==> config.mk <==
export PLATFORM = sky130hd
export DESIGN_NAME = des_key_schedule
export DESIGN_NICKNAME = d
export VERILOG_FILES = /design/src/rtl/des_key_schedule.sv
export SDC_FILE = /design/constraint.sdc
export NUM_CORES = 1
export LEC_CHECK = 0
export CAP_MARGIN = 40
export CORE_MARGIN = 10
export CORE_UTILIZATION = 50
export CTS_BUF_LIST = sky130_fd_sc_hd__clkbuf_8
export DETAILED_ROUTE_END_ITERATION = 6
export DONT_BUFFER_PORTS = 1
export PLACE_DENSITY = 0.67
export SYNTH_ARGS = -nofsm -noshare
export SYNTH_HDL_FRONTEND = slang
export SYNTH_SLANG_ARGS = --single-unit
==> constraint.sdc <==
create_clock -name clk -period 3.5 [get_ports clk]
set_input_delay 0.525 -clock clk [delete_from_list [all_inputs] [get_ports clk]]
set_output_delay 0.525 -clock clk [all_outputs]
set_load 0.03 [all_outputs]
==> src/rtl/des_key_schedule.sv <==
`default_nettype none
// ============================================================================
// Module   : des_key_schedule
// Brief    : Sequential DES subkey generator fed by PC-1; one PC-2 subkey per round.
// Revision : 1.0 - initial release
// ============================================================================
module des_key_schedule (
    input  logic        clk,
    input  logic        rst_n,
    input  logic        start,
    input  logic        decrypt,
    input  logic [27:0] c_in,
    input  logic [27:0] d_in,
    input  logic        hold,
    output logic [47:0] subkey,
    output logic        subkey_valid,
    output logic [3:0]  round_num,
    output logic        busy,
    output logic        done
);

    typedef enum logic [0:0] {
        ST_IDLE   = 1'b0,
        ST_ACTIVE = 1'b1
    } state_t;

    // PC-2 source positions, already converted to 0-based indices into {D, C}.
    localparam logic [5:0] c_PC2 [48] = '{
        6'd13, 6'd16, 6'd10, 6'd23, 6'd0,  6'd4,  6'd2,  6'd27,
        6'd14, 6'd5,  6'd20, 6'd9,  6'd22, 6'd18, 6'd11, 6'd3,
        6'd25, 6'd7,  6'd15, 6'd6,  6'd26, 6'd19, 6'd12, 6'd1,
        6'd40, 6'd51, 6'd30, 6'd36, 6'd46, 6'd54, 6'd29, 6'd39,
        6'd50, 6'd44, 6'd32, 6'd47, 6'd43, 6'd48, 6'd38, 6'd55,
        6'd33, 6'd52, 6'd45, 6'd41, 6'd49, 6'd35, 6'd28, 6'd31
    };

    // Bit (r-1) set when DES round r uses a two-position rotation.
    localparam logic [15:0] c_SHIFT_TWO = 16'b0111_1110_1111_1100;

    state_t      state_q;
    logic [27:0] c_q;
    logic [27:0] d_q;
    logic [3:0]  round_q;
    logic        mode_q;
    logic        valid_q;
    logic        done_q;

    logic [55:0] w_cd;
    logic [3:0]  w_shift_idx;
    logic        w_shift_two;
    logic [27:0] c_step_d;
    logic [27:0] d_step_d;

    function automatic logic [27:0] rot_left(input logic [27:0] v, input logic two);
        return two ? {v[1:0], v[27:2]} : {v[0], v[27:1]};
    endfunction

    function automatic logic [27:0] rot_right(input logic [27:0] v, input logic two);
        return two ? {v[25:0], v[27:26]} : {v[26:0], v[27]};
    endfunction

    // Encrypt advances into round round_q+2; decrypt walks the table backwards.
    assign w_shift_idx = mode_q ? ~round_q : (round_q + 4'd1);
    assign w_shift_two = c_SHIFT_TWO[w_shift_idx];
    assign c_step_d    = mode_q ? rot_right(c_q, w_shift_two) : rot_left(c_q, w_shift_two);
    assign d_step_d    = mode_q ? rot_right(d_q, w_shift_two) : rot_left(d_q, w_shift_two);

    always_ff @(posedge clk) begin
        if (!rst_n) begin
            state_q <= ST_IDLE;
            c_q     <= 28'd0;
            d_q     <= 28'd0;
            round_q <= 4'd0;
            mode_q  <= 1'b0;
            valid_q <= 1'b0;
            done_q  <= 1'b0;
        end else begin
            done_q <= 1'b0;
            case (state_q)
                ST_IDLE: begin
                    if (start) begin
                        state_q <= ST_ACTIVE;
                        // Decrypt starts from C16/D16, which equal C0/D0.
                        c_q     <= decrypt ? c_in : rot_left(c_in, 1'b0);
                        d_q     <= decrypt ? d_in : rot_left(d_in, 1'b0);
                        round_q <= 4'd0;
                        mode_q  <= decrypt;
                        valid_q <= 1'b1;
                    end
                end
                ST_ACTIVE: begin
                    if (!hold) begin
                        if (round_q == 4'd15) begin
                            state_q <= ST_IDLE;
                            valid_q <= 1'b0;
                            done_q  <= 1'b1;
                        end else begin
                            c_q     <= c_step_d;
                            d_q     <= d_step_d;
                            round_q <= round_q + 4'd1;
                        end
                    end
                end
                default: begin
                    state_q <= ST_IDLE;
                    valid_q <= 1'b0;
                end
            endcase
        end
    end

    assign w_cd = {d_q, c_q};

    for (genvar j = 0; j < 48; j++) begin : g_pc2
        assign subkey[j] = w_cd[c_PC2[j]];
    end

    assign subkey_valid = valid_q;
    assign busy         = valid_q;
    assign round_num    = round_q;
    assign done         = done_q;

endmodule
`default_nettype wire

# [Yosys cells after proc, flatten, opt, wreduce, memory -nomap -nowiden]
# Memories as Yosys holds them, arrays and structs flattened.
# Cells that the tools add are included.
[op_classes] eq_ne=5 reduce_logical=4 multipliers=0 addsub=1 bitwise=3 div_mod_pow=0 shifts=0 order_cmp=1 muxes=31
[ops] operator="$mux W28" count=14
[ops] operator="$pmux W28 S2" count=2
[ops] operator="$mux W4" count=4
[ops] operator="$mux W1" count=8
[ops] operator="$pmux W4 S2" count=1
[ops] operator="$ne A2 B2 Y1 const B" count=3
[ops] operator="$reduce_and A3 Y1" count=2
[ops] operator="$lt A4 B5 Y1 const B" count=1
[ops] operator="$add A4 B1 Y4 const B" count=1
[ops] operator="$eq A4 B4 Y1 const B" count=1
[ops] operator="$not A4 Y4" count=1
[ops] operator="$pmux W1 S2" count=2
[ops] operator="$reduce_or A3 Y1" count=1
[ops] operator="$ne A2 B1 Y1 const B" count=1
[ops] operator="$not A1 Y1" count=2
[ops] operator="$reduce_and A2 Y1" count=1
[totals] input_bits=61 ff_bits=64 elab_cells=53 latchBits=0 mem_bits_ro=16 ram_bits=0 n_memories=1 out_inout_bits=55
[memory_table] name="(name not given)" words=16 word_bits=1 read_ports=1 rd_ports_with_merged_regs=0 wr=0 line="64" text="assign w_shift_two = c_SHIFT_TWO[w_shift_idx];"

# [Logic depth before layout (Yosys ltp)]
[depth] word_depth=9 mapped_depth=9 depth_no_buf=7

# [Worst setup path before layout]
# No wires, ideal clock.
[synth_timing] path_type="reg-to-reg" start="reg round_q[0] (netlist: round_num[0])" end="reg c_q[26]" required_time_ps=3378 setup_ps=122 path_slack_ps=1109 synth_period_minus_slack_ps=2391 arrival_ps=2270 n_path_buf=2 path_stages_with_launch=9 path_cell_list="dfxtp_1 > ha_1 > nand3_1 > a21oi_2 > or2b_1 > buf_4 > clkbuf_1 > nor3_1 > a221o_1"
[synth_between] elab_chain_cells=9 elab_cells_between_ends=14 classes_between="add/sub: 1; eq/ne: 2; mux: 8; bitwise: 1; reduce/logical: 1; memory: 1"
[synth_rtl] item="from (decl)" line="43" text="logic [3:0] round_q;"
[synth_rtl] item="from (signal assigned)" line="100" text="round_q <= round_q + 4'd1;"
[synth_rtl] item="$add A4 B1 Y4 or $not A4 Y4 (tied branches)" line="63" text="assign w_shift_idx = mode_q ? ~round_q : (round_q + 4'd1);"
[synth_rtl] item="$mux W4" line="63"
[synth_rtl] item="$mem_v2 Z16 W1"
[synth_rtl] item="$mux W1 (implied by the code)" line="64"
[synth_rtl] item="$mux W28 (on tied branches)" line="55, 59"
[synth_rtl] item="$mux W28" line="65" text="assign c_step_d = mode_q ? rot_right(c_q, w_shift_two) : rot_left(c_q, w_shift_two);"
[synth_rtl] item="$mux W28" line="93" text="if (round_q == 4'd15) begin"
[synth_rtl] item="$mux W28" line="92" text="if (!hold) begin"
[synth_rtl] item="$pmux W28 S2" line="79" text="case (state_q)"
[synth_rtl] item="to (signal assigned)" line="84" text="c_q <= decrypt ? c_in : rot_left(c_in, 1'b0);"
[synth_rtl] item="to (signal assigned)" line="98" text="c_q <= c_step_d;"
[synth_rtl] item="to (decl)" line="41" text="logic [27:0] c_q;"
# Several ways; a longest one is shown, not always the timed one. The select of a mux whose other input is x is not followed.
# A chain may end at the register's enable or synchronous reset.

# [Final worst setup path]
[layout_timing] start="reg round_q[1] (netlist: round_num[1])" end="reg d_q[11]"
[layout_between] elab_chain_cells=9 elab_cells_between_ends=14 classes_between="add/sub: 1; eq/ne: 2; mux: 8; bitwise: 1; reduce/logical: 1; memory: 1"
[layout_rtl] item="$add A4 B1 Y4 or $not A4 Y4 (tied branches)" line="63"
[layout_rtl] item="$mux W4" line="63"
[layout_rtl] item="$mem_v2 Z16 W1"
[layout_rtl] item="$mux W1 (implied by the code)" line="64"
[layout_rtl] item="$mux W28 (on tied branches)" line="55, 59"
[layout_rtl] item="$mux W28" line="66" text="assign d_step_d = mode_q ? rot_right(d_q, w_shift_two) : rot_left(d_q, w_shift_two);"
[layout_rtl] item="$mux W28" line="93"
[layout_rtl] item="$mux W28" line="92"
[layout_rtl] item="$pmux W28 S2" line="79"
[layout_rtl] item="to (signal assigned)" line="85" text="d_q <= decrypt ? d_in : rot_left(d_in, 1'b0);"
[layout_rtl] item="to (signal assigned)" line="99" text="d_q <= d_step_d;"
[layout_rtl] item="to (decl)" line="42" text="logic [27:0] d_q;"
# Several ways; a longest one is shown, not always the timed one. The select of a mux whose other input is x is not followed.

==> flow_metrics.py <==
metrics = {
    "pwr": {
        "power_density_nw_per_um2": 424,
        "intPower_mw": 1.30,
        "switching_power_mw": 0.882,
        "pwr-share-clk_pct": 25.5,
        "switching_share_pct": 40.4,
        "leakagePower_nw": 1.72,
        "p_comb_share_pct": 24.6,
        "seqPwrFrac_pct": 49.9,
        "peakVddDrop_v": 0.000167,
    },
    "run": {
        "max-cap-violations": 0,
    },
    "worst_setup_path": {
        "worstPathMaxFanout": 28,
        "cp_data_arrival_time_ps": 3120,
        "cp_slowest_cell": "dfxtp_1",
        "required_ps": 3730,
        "crit_chain": "inv_1, ha_1, or4b_1, o311a_1, mux2i_4, buf_4, nor4_1, a221o_1",
        "crit_type": "register to register",
        "crit_family": "flip-flops",
        "cp-start-kind": "register",
        "endpoint_kind": "register",
        "slowest_delay_ps": 640,
        "cp_num_buf_inv": 2,
    },
    "floorplan": {
        "die_h_um": 123,
        "core.rowCount": 37,
        "pin_count": 116,
        "die_area_um2": 15200,
        "initial_core_util_pct": 51.3,
        "dieWidth_um": 123,
        "core_um2": 10400,
    },
    "finish": {
        "drive_gt1_share_pct": 5.07,
        "postLayoutCoreUtil_pct": 49.7,
        "nets": 710,
        "syn_to_final_growth_pct": -3.24,
        "antenna_cells": 0,
        "final_cell_count_no_fill": 787,
        "fillers": 1069,
    },
    "sta": {
        "worstMarginPinSlew_ps": 905,
        "final.min_clock_period_ps": 2890,
        "setup_slack_ps": 614,
        "slew_headroom_pct": 39.7,
        "finalMaxSlewViolations": 0,
        "skew_ps": 9.45,
        "rsz0062_at_grt": "no",
        "min_period_over_period_pct": 82.5,
        "fmax_mhz": 346,
        "tns_ps": 0,
        "setup_viol": 0,
        "hold_violations": 0,
    },
    "routing": {
        "drt-initial-drc-count": 441,
        "drc": 0,
        "routed-wl-met2_um": 6650,
        "final_antenna_net_count": 0,
        "vias_per_cell": 6.43,
        "dr.pass1.iters": 5,
        "wl_per_cell_um": 19.1,
        "top_layer_used": "met4",
        "finalWirelength_um": 15000,
        "vias": 5059,
        "wl_met3_um": 1440,
        "wl_met1_um": 6610,
    },
    "logic_synthesis": {
        "synth_cells": 743,
        "synth.avg_cell_area_um2": 7.16,
        "syn-cell-area_um2": 5320,
        "synth-edff-count": 0,
        "synth_cell_types": 35,
        "ys_seq_area_share_pct": 24.1,
        "yosysWarnings": 0,
        "ys_ff_latch": 64,
        "syn_nets": 806,
        "synthArstFlopShare_pct": 0,
        "ys.flop_type": "dfxtp_1",
    },
    "global_route": {
        "grt_pass1_wl_um": 23800,
        "grt_max_degree": 114,
        "globalRouteOverflowTotal": 0,
        "grt_antenna_before_repair": 0,
        "grt_util_all_layers_pct": 19.1,
        "grt_pass1_vias": 4471,
    },
    "min_path": {
        "hp-class": "input pin to register",
    },
    "cts": {
        "clockRootBuffer": "clkbuf_8",
        "ctsLongestPathBuffers": 2,
        "clock_latency_ps": 350,
        "ctsHoldBuffers": 0,
        "cts.clk_slew.worst_paths_ps": 70,
        "cts.sinks": 64,
        "numCtsBuffers": 9,
        "h-tree-depth": 3,
        "post_cts_buffers": 0,
        "tritoncts": "yes",
        "cts_resized": 0,
    },
    "placed_design": {
        "place_ws_ps": 625,
        "portBuffers": 0,
        "dp_cells": 772,
        "dp_hpwl_um": 10400,
        "gp_congestion": 0.849,
    },
    "run_status": {
        "status": "finished clean",
    },
}
-- cell usage in the layout (no fill, tap or decap), types with 6 or more instances in the layout --
cell type	netlist	layout
mux2i_1	6	6
a21oi_1	79	79
inv_1	37	41
o21ai_0	43	43
buf_4	55	11
a211oi_1	60	60
a221o_1	56	56
nor2_1	37	37
nor2b_1	72	72
nor3_1	53	53
dfxtp_1	64	62
nor4_1	53	53
clkbuf_8	0	10
nand2_1	35	35
-- path summary, 6_finish.rpt --
check             slack (ps)  cells past startpoint                      start                   end
setup / recovery         610                      8  round_num[1]$_SDFFE_PN0P_  d_q[11]$_SDFFE_PN0P_
setup reg to reg         610                      8  round_num[1]$_SDFFE_PN0P_  d_q[11]$_SDFFE_PN0P_
hold / removal           280                      2                      rst_n       done$_SDFF_PP0_
hold reg to reg          550                      1       c_q[17]$_SDFFE_PN0P_  c_q[17]$_SDFFE_PN0P_
-- power by group through the flow --
stage | combinational, mW | clock, mW | sequential [mW]
2_1_floorplan | 0.701 | 0 | 0.899
3_3_place_gp | 0.518 | 0 | 1.10
3_5_place_dp | 0.531 | 0 | 1.11
4_1_cts | 0.533 | 0.567 | 1.09
5_1_grt | 0.604 | 0.594 | 1.11
6_report | 0.536 | 0.557 | 1.09
-- cells in the mapped netlist, drive strengths merged (3+ instances only) --
cell type	n	area [um2]
nor2	37	139
clkbuf	53	199
nor4	53	332
and2	3	18.8
a211oi	60	450
mux2i	7	82.6
buf	69	477
a2111oi	3	26.3
a31oi	3	18.8
o21ai	43	215
nor3	53	265
nand2	35	131
nor2b	72	450
a221o	56	561
a21oi	80	404
inv	37	139
dfxtp	64	1280
-- area by class of cell --
cell class              instances  area [um2]  share of cell area, %
multi-input cells             520        3230                   62.7
flip-flops and latches         64        1290                   25.0
well taps                     136         170                   3.30
repair buffers                 15         163                   3.16
inverters                      37         139                   2.70
clock buffers                  10         138                   2.67
clock inverters                 5        20.0                  0.389
-- worst register-to-register path: stages, from the launching register on --
cell and delay [ps]:
dfxtp_1 640, inv_1 130, ha_1 230, or4b_1 480, o311a_1 170, mux2i_4 360
buf_4 370, nor4_1 130, a221o_1 270
-- registers in the layout, indices dropped and copies added (netlist names) --
signal and count:
busy 1, c_q 28, d_q 28, done 1, mode_q 1, round_num 4, state_q 1
-- kinds of logic after synthesis --
| group | after synthesis | synth area share [%] |
|---|---|---|
| XOR/XNOR | 2 | 0.470 |
| AND/OR/NAND/NOR | 260 | 26.0 |
| flip-flops | 64 | 24.1 |
| adder cells (fa/ha/maj) | 2 | 0.470 |
| buffers and inverters | 159 | 15.3 |
| multiplexers | 7 | 1.55 |
| AO/OA/AOI/OAI | 249 | 32.1 |
-- metal layers --
layer	vias up	GRT usage [%]
met5	-	0
li1	2523	-
met3	20	5.56
met4	0	7.57
met2	190	28.3
met1	2326	25.5
-- through the flow --
stage	area, um2	total power [mW]	hold slack (ps)
finish	5150	2.18	283
global route	5150	2.31	281
CTS	5150	2.19	275
detailed placement	4990	1.64	524
global placement	4990	1.62	498
floorplan	5320	1.60	472
Power figures use the tool's default switching activity.
